<file path="config.mk">
export PLATFORM = sky130hd
export DESIGN_NAME = hazard_controller
export DESIGN_NICKNAME = d
export VERILOG_FILES = /design/src/rtl/hazard_controller.sv
export SDC_FILE = /design/constraint.sdc
export NUM_CORES = 1
export LEC_CHECK = 0
export CELL_PAD_IN_SITES_DETAIL_PLACEMENT = 1
export CELL_PAD_IN_SITES_GLOBAL_PLACEMENT = 1
export CORE_AREA = 2 2 92 112
export DETAILED_ROUTE_END_ITERATION = 8
export DIE_AREA = 0 0 94 114
export HOLD_SLACK_MARGIN = 0.08
export MAX_ROUTING_LAYER = met4
export PLACE_DENSITY_LB_ADDON = 0.1
export SYNTH_ARGS = -nofsm -noshare
export SYNTH_HDL_FRONTEND = slang
export SYNTH_SLANG_ARGS = --single-unit
</file>
<file path="constraint.sdc">
create_clock -name clk -period 2.8 [get_ports clk]
set_clock_uncertainty 0.15 [all_clocks]
set_input_delay 0.42 -clock clk [delete_from_list [all_inputs] [get_ports clk]]
set_output_delay 0.42 -clock clk [all_outputs]
set_load 0.02 [all_outputs]
</file>
<file path="src/rtl/hazard_controller.sv">
// hazard_controller
//
// Hazard and sequencing controller for a 5-stage MIPS pipeline. It decodes the
// instruction sitting in ID, tracks the destination registers of the
// instructions in EX, MEM and WB with a small shadow scoreboard, and from that
// produces the stall/flush/bubble controls plus registered forwarding selects
// that line up with the instruction once it reaches EX. Two saturating
// counters record load-use stall cycles and flush events.
//
// Ports
//   clk          : core clock, all state changes on the rising edge
//   rst          : synchronous active-high reset
//   IR           : instruction currently held in the IF/ID register
//   branch_taken : beq in EX resolved taken this cycle
//   pc_en        : PC write enable
//   ifid_en      : IF/ID register write enable
//   ifid_flush   : IF/ID loads a NOP at the next edge
//   idex_bubble  : ID/EX loads a bubble at the next edge
//   fwd_a/fwd_b  : operand source for the instruction in EX
//                  (0 regfile, 1 EX/MEM, 2 MEM/WB, 3 WB-hold)
//   stall_cnt    : saturating count of load-use stall cycles
//   flush_cnt    : saturating count of flush events

module hazard_controller #(
  parameter int CNT_W = 16
) (
  input  logic             clk,
  input  logic             rst,
  input  logic [31:0]      IR,
  input  logic             branch_taken,
  output logic             pc_en,
  output logic             ifid_en,
  output logic             ifid_flush,
  output logic             idex_bubble,
  output logic [1:0]       fwd_a,
  output logic [1:0]       fwd_b,
  output logic [CNT_W-1:0] stall_cnt,
  output logic [CNT_W-1:0] flush_cnt
);

  localparam logic [1:0] FWD_RF  = 2'd0;
  localparam logic [1:0] FWD_EX  = 2'd1;
  localparam logic [1:0] FWD_MEM = 2'd2;
  localparam logic [1:0] FWD_WB  = 2'd3;

  // Scoreboard slots: a slot is valid only when its instruction writes a
  // nonzero register, so $0 can never become a forwarding source.
  logic       exValid_q,  memValid_q,  wbValid_q;
  logic [4:0] exDest_q,   memDest_q,   wbDest_q;
  logic       exLoad_q;

  logic [1:0]       fwdA_q, fwdB_q;
  logic [CNT_W-1:0] stallCnt_q, flushCnt_q;

  // ID-stage decode results
  logic [5:0] opcode, funct;
  logic [4:0] idDest, srcA, srcB;
  logic       idLoad, idJump, idValid;
  logic       loadUse;
  logic [1:0] fwdA_d, fwdB_d;

  // Decode: unused sources are reported as $0, which never matches a slot.
  always_comb begin
    opcode = IR[31:26];
    funct  = IR[5:0];
    idDest = 5'd0;
    srcA   = 5'd0;
    srcB   = 5'd0;
    idLoad = 1'b0;
    idJump = 1'b0;
    case (opcode)
      6'd0: begin
        if (funct == 6'd32 || funct == 6'd34 || funct == 6'd42) begin
          idDest = IR[15:11];
          srcA   = IR[25:21];
          srcB   = IR[20:16];
        end
      end
      6'd35: begin
        idDest = IR[20:16];
        srcA   = IR[25:21];
        idLoad = 1'b1;
      end
      6'd43, 6'd4: begin
        srcA = IR[25:21];
        srcB = IR[20:16];
      end
      6'd2: idJump = 1'b1;
      default: ;
    endcase
    idValid = (idDest != 5'd0);
  end

  // Youngest producer wins: EX, then MEM, then WB (WB covers the register
  // file returning the stale value on a same-edge write).
  function automatic logic [1:0] fwdSelect(
    input logic [4:0] src,
    input logic       exV,  input logic [4:0] exD,
    input logic       memV, input logic [4:0] memD,
    input logic       wbV,  input logic [4:0] wbD
  );
    logic [1:0] sel;
    sel = FWD_RF;
    if (src != 5'd0) begin
      if (exV && exD == src)        sel = FWD_EX;
      else if (memV && memD == src) sel = FWD_MEM;
      else if (wbV && wbD == src)   sel = FWD_WB;
    end
    return sel;
  endfunction

  // Hazard detection and control priority: reset, taken branch, load-use,
  // jump, normal flow.
  always_comb begin
    loadUse = exValid_q && exLoad_q &&
              ((srcA != 5'd0 && srcA == exDest_q) ||
               (srcB != 5'd0 && srcB == exDest_q));
    fwdA_d = fwdSelect(srcA, exValid_q, exDest_q, memValid_q, memDest_q,
                       wbValid_q, wbDest_q);
    fwdB_d = fwdSelect(srcB, exValid_q, exDest_q, memValid_q, memDest_q,
                       wbValid_q, wbDest_q);

    pc_en       = 1'b1;
    ifid_en     = 1'b1;
    ifid_flush  = 1'b0;
    idex_bubble = 1'b0;
    if (rst) begin
      pc_en       = 1'b0;
      ifid_en     = 1'b0;
      ifid_flush  = 1'b1;
      idex_bubble = 1'b1;
    end else if (branch_taken) begin
      ifid_flush  = 1'b1;
      idex_bubble = 1'b1;
    end else if (loadUse) begin
      pc_en       = 1'b0;
      ifid_en     = 1'b0;
      idex_bubble = 1'b1;
    end else if (idJump) begin
      ifid_flush  = 1'b1;
    end
  end

  // Scoreboard shift, registered forwarding selects and saturating counters.
  // The stall count ignores load-use when a taken branch squashes ID anyway.
  always_ff @(posedge clk) begin
    if (rst) begin
      exValid_q  <= 1'b0;
      exDest_q   <= 5'd0;
      exLoad_q   <= 1'b0;
      memValid_q <= 1'b0;
      memDest_q  <= 5'd0;
      wbValid_q  <= 1'b0;
      wbDest_q   <= 5'd0;
      fwdA_q     <= FWD_RF;
      fwdB_q     <= FWD_RF;
      stallCnt_q <= '0;
      flushCnt_q <= '0;
    end else begin
      wbValid_q  <= memValid_q;
      wbDest_q   <= memDest_q;
      memValid_q <= exValid_q;
      memDest_q  <= exDest_q;
      if (idex_bubble) begin
        exValid_q <= 1'b0;
        exDest_q  <= 5'd0;
        exLoad_q  <= 1'b0;
        fwdA_q    <= FWD_RF;
        fwdB_q    <= FWD_RF;
      end else begin
        exValid_q <= idValid;
        exDest_q  <= idDest;
        exLoad_q  <= idLoad;
        fwdA_q    <= fwdA_d;
        fwdB_q    <= fwdB_d;
      end
      if (loadUse && !branch_taken && stallCnt_q != '1)
        stallCnt_q <= stallCnt_q + 1'b1;
      if (ifid_flush && flushCnt_q != '1)
        flushCnt_q <= flushCnt_q + 1'b1;
    end
  end

  assign fwd_a     = fwdA_q;
  assign fwd_b     = fwdB_q;
  assign stall_cnt = stallCnt_q;
  assign flush_cnt = flushCnt_q;

endmodule

</file>
==> summary.txt <==
Setup path
  • Worst R2R Start: exDest_q[4]$_SDFF_PP0_
  • WP data required: 2.23 ns
  • Setup crit start kind: input port
  • Reg2reg path depth: 10
  • Crit path capture type: output port
  • R2r endpoint: stall_cnt[5]$_SDFFE_PP0P_
  • Kind of critical path: in2out
  • Crit path DAT: around 2.6 ns
  • Critical Path Fanout Max: 3
  • R2R setup slack: between 0.3 and 0.4 ns

Clocking
  • CTS tree: built
  • Clock Path Buffers: 2
  • Clk slew on worst S/H paths: 0.07 ns
  • CTS Sinks: 55
  • CTS Root Cell: clkbuf_16
  • Clk_lat worst skew: about 0.3 ns
  • Total CTS buffers: 5
  • Max H-tree Level: 2

Cells and area
  • Area grow syn2layout: 53.2%
  • Final instance area: around 4800 sq um
  • Register cell area after layout: between 1000 and 1500 sq um
  • Layout Nets: between 500 and 600
  • Multi-input gate area: approximately 2100 sq um
  • Filler cell count: 1161
  • Proportion of layout cells with a drive suffix above 1: roughly 26%
  • Diode count: 0

Pwr
  • P_int: approximately 0.0012 W
  • Pwr dens: between 300 and 400 nW/um^2
  • Comb pwr share: a little over an eighth
  • Worst VDD drop: ~0.21 mV
  • Switching pwr: about 0.00043 W
  • Total power: between 0.0015 and 0.002 W
  • Proportion of power drawn by the clock network: between 30 and 40%
  • Register share of total power: between 40% and 50%
  • Switching Share: about a quarter
  • Lkg Pwr: 1.79 nW

GRT
  • Largest net degree at the start of global routing: 48
  • Initial antenna violation count: 0
  • Vias in the first global route: around 3400
  • Gr usage total: about a fifth
  • Grt ovf: 0
  • First-pass GRT wire length: roughly 17 mm

Synth
  • Post-synth EDFFs: 0
  • Syn. warnings: 0
  • Post-synth ARST share: 0%
  • Post-Synthesis Cell Area: roughly 3100 sq um
  • Cell taking the most area after synthesis: dfxtp_1
  • Post-Syn Instances: between 300 and 400
  • Post-synthesis sequential area ratio: 35.4%
  • Syn nets: 415
  • Synthesized flop and latch total: 55
  • Top cells by area, synth: dfxtp_1, nor2_1, xor2_1
  • Count of unique library cells instantiated by Yosys: 63
  • Mapped Avg Cell Area: around 8.2 sq um
  • Post-synth top area share: 35.4%
  • Top FF cell, synth: dfxtp_1

Timing
  • Unrepaired setup endpoints after global routing: true
  • Final Max Slew Viols: 0
  • Min cycle time layout: about 3.2 ns
  • Worst-Margin Slew: 0.546 ns
  • Final period utilization: 113%
  • TNS Setup: -1.86 ns
  • # setup viols final: 24
  • Slew margin rel.: around 64%
  • Hold Slack: approximately 0.36 ns
  • Fmax: 315 MHz
  • Final hold violation count: 0
  • Final WS setup: -0.374 ns

Floorplanning
  • Die width: between 90 and 100 microns
  • Row count: 40
  • DIE AREA: 10700 sq um
  • # IOs: 75
  • Std-Cell Core Area: approximately 10000 sq um
  • Die height: ~110 microns
  • Initial Util: approximately a third

Placed design
  • Cell Area, Placed: 4270 sq um
  • Worst slack at placement: -1.18 ns
  • Port bufs: 69
  • DP HPWL: 7.55 mm
  • Gpl congestion: just over 0.8

Routing
  • Initial DRT Pass Iterations: 4
  • Final WL: 10.3 mm
  • Initial DRC Count: a little under 70
  • Wirelength per Cell: approximately 16 microns
  • Vias per cell: approximately 5.2
  • Vias: about 3300
  • Routed Antenna Nets: 0
  • DRC: 0

Status
  • Failing checks: negative setup slack
  • Outcome: finished, violations left

Hold path
  • HP Class: reg2reg
  • Min-delay src: stall_cnt[5]$_SDFFE_PP0P_
  • Worst Hold Endpoint: stall_cnt[5]$_SDFFE_PP0P_
  • Hold depth: 2

Flow run
  • Max-Cap Viols: 0
-- Yosys cell counts, types with 6 or more instances --
library cell,number
dfxtp_1,55
nor2_1,41
o21ai_0,25
nor2b_1,21
a21oi_1,19
nand3_1,19
nand2_1,17
xor2_1,17
clkbuf_1,14
nand4_1,14
xnor2_1,11
and3_1,10
nor3_1,9
or3_1,9
inv_1,8
a22oi_1,7
or4_1,7
and2_1,6
-- registers in the layout, indices dropped and copies added, names as in the netlist --
signal / count
wbDest_q: 5
fwd_a: 2
memDest_q: 5
fwd_b: 2
memValid_q: 1
exLoad_q: 1
exValid_q: 1
stall_cnt: 16
flush_cnt: 16
exDest_q: 5
wbValid_q: 1
-- stage by stage --
stage,utilization (%),std cells
floorplan,-,378
global placement,43.7,605
detailed placement,43.7,605
CTS,46.5,618
global route,48.9,627
finish,48.9,627
-- timing repair --
item	in CTS	in global routing
setup buffers	5	10
pin swaps	8	27
setup endpoints to repair	31	30
hold buffers	0	0
gates cloned	1	1
resized for setup	53	46
-- cells in the final DEF (no fill, tap or decap), types with 9 or more instances in the layout --
cell type	n
buf_6	16
nor2b_1	20
nand4_1	14
o21ai_0	20
nor2_1	40
and3_1	9
xor2_1	17
xnor2_1	11
nand2_1	16
a21oi_1	12
nand3_1	18
clkdlybuf4s50_1	54
dfxtp_1	55
buf_4	54
-- power by group through the flow --
stage | Sequential (W) | Combinational, W | Clock [W]
6_report | 0.000793 | 0.000222 | 0.000656
4_1_cts | 0.000793 | 0.000211 | 0.000677
5_1_grt | 0.000794 | 0.000240 | 0.000703
3_3_place_gp | 0.000811 | 0.000197 | 0
3_5_place_dp | 0.000812 | 0.000201 | 0
2_1_floorplan | 0.000816 | 0.0000784 | 0
-- area by class of cell --
class | instances | area share, %
clock buffer | 5 | 2.62
clock inverter | 3 | 0.472
inverter | 8 | 0.682
multi-input combinational | 295 | 44.2
sequential | 55 | 23.1
tap | 126 | 3.30
timing repair buffer | 135 | 25.7
-- critical path: stages --
cell and delay, ns:
clkdlybuf4s50_1 0.41, nor2_1 0.10, nand4_1 0.20, o21ba_4 0.28
mux2_4 0.29, and3_4 0.15, a32o_2 0.30, a311oi_4 0.28
inv_4 0.04, buf_6 0.13
-- how the worst max path moves through the flow --
| stage | startpoint | to | slack [ns] | depth (start not counted) |
|---|---|---|---|---|
| 2_1_floorplan | IR[27] | idex_bubble | -0.20 | 9 |
| 3_3_place_gp | IR[27] | idex_bubble | -1.10 | 10 |
| 3_5_place_dp | IR[27] | idex_bubble | -1.18 | 10 |
| 4_1_cts | IR[29] | idex_bubble | -0.45 | 10 |
| 5_1_grt | IR[4] | idex_bubble | -0.45 | 10 |
| 6_report | IR[4] | idex_bubble | -0.37 | 10 |
-- per-layer routing --
layer | part of all wire [%] | up-vias | GRT usage, %
met5 | 0 | - | -
met4 | 0.98 | 0 | 4.64
li1 | - | 1615 | -
met2 | 53 | 35 | 36.2
met3 | 2.0 | 7 | 2.38
met1 | 44 | 1613 | 23.2
-- kinds of logic after synthesis --
kind of cell / Yosys count / share of synthesized area, %
and+or+nand+nor: 172 / 30.9
xor gates and xnor gates: 28 / 7.87
AOI/OAI and AO/OA: 89 / 19.6
buffers and inverters: 28 / 3.94
adders and majority gates: 2 / 0.803
muxes: 4 / 1.53
DFF: 55 / 35.4
No activity file was read; power rests on OpenSTA's default activity.
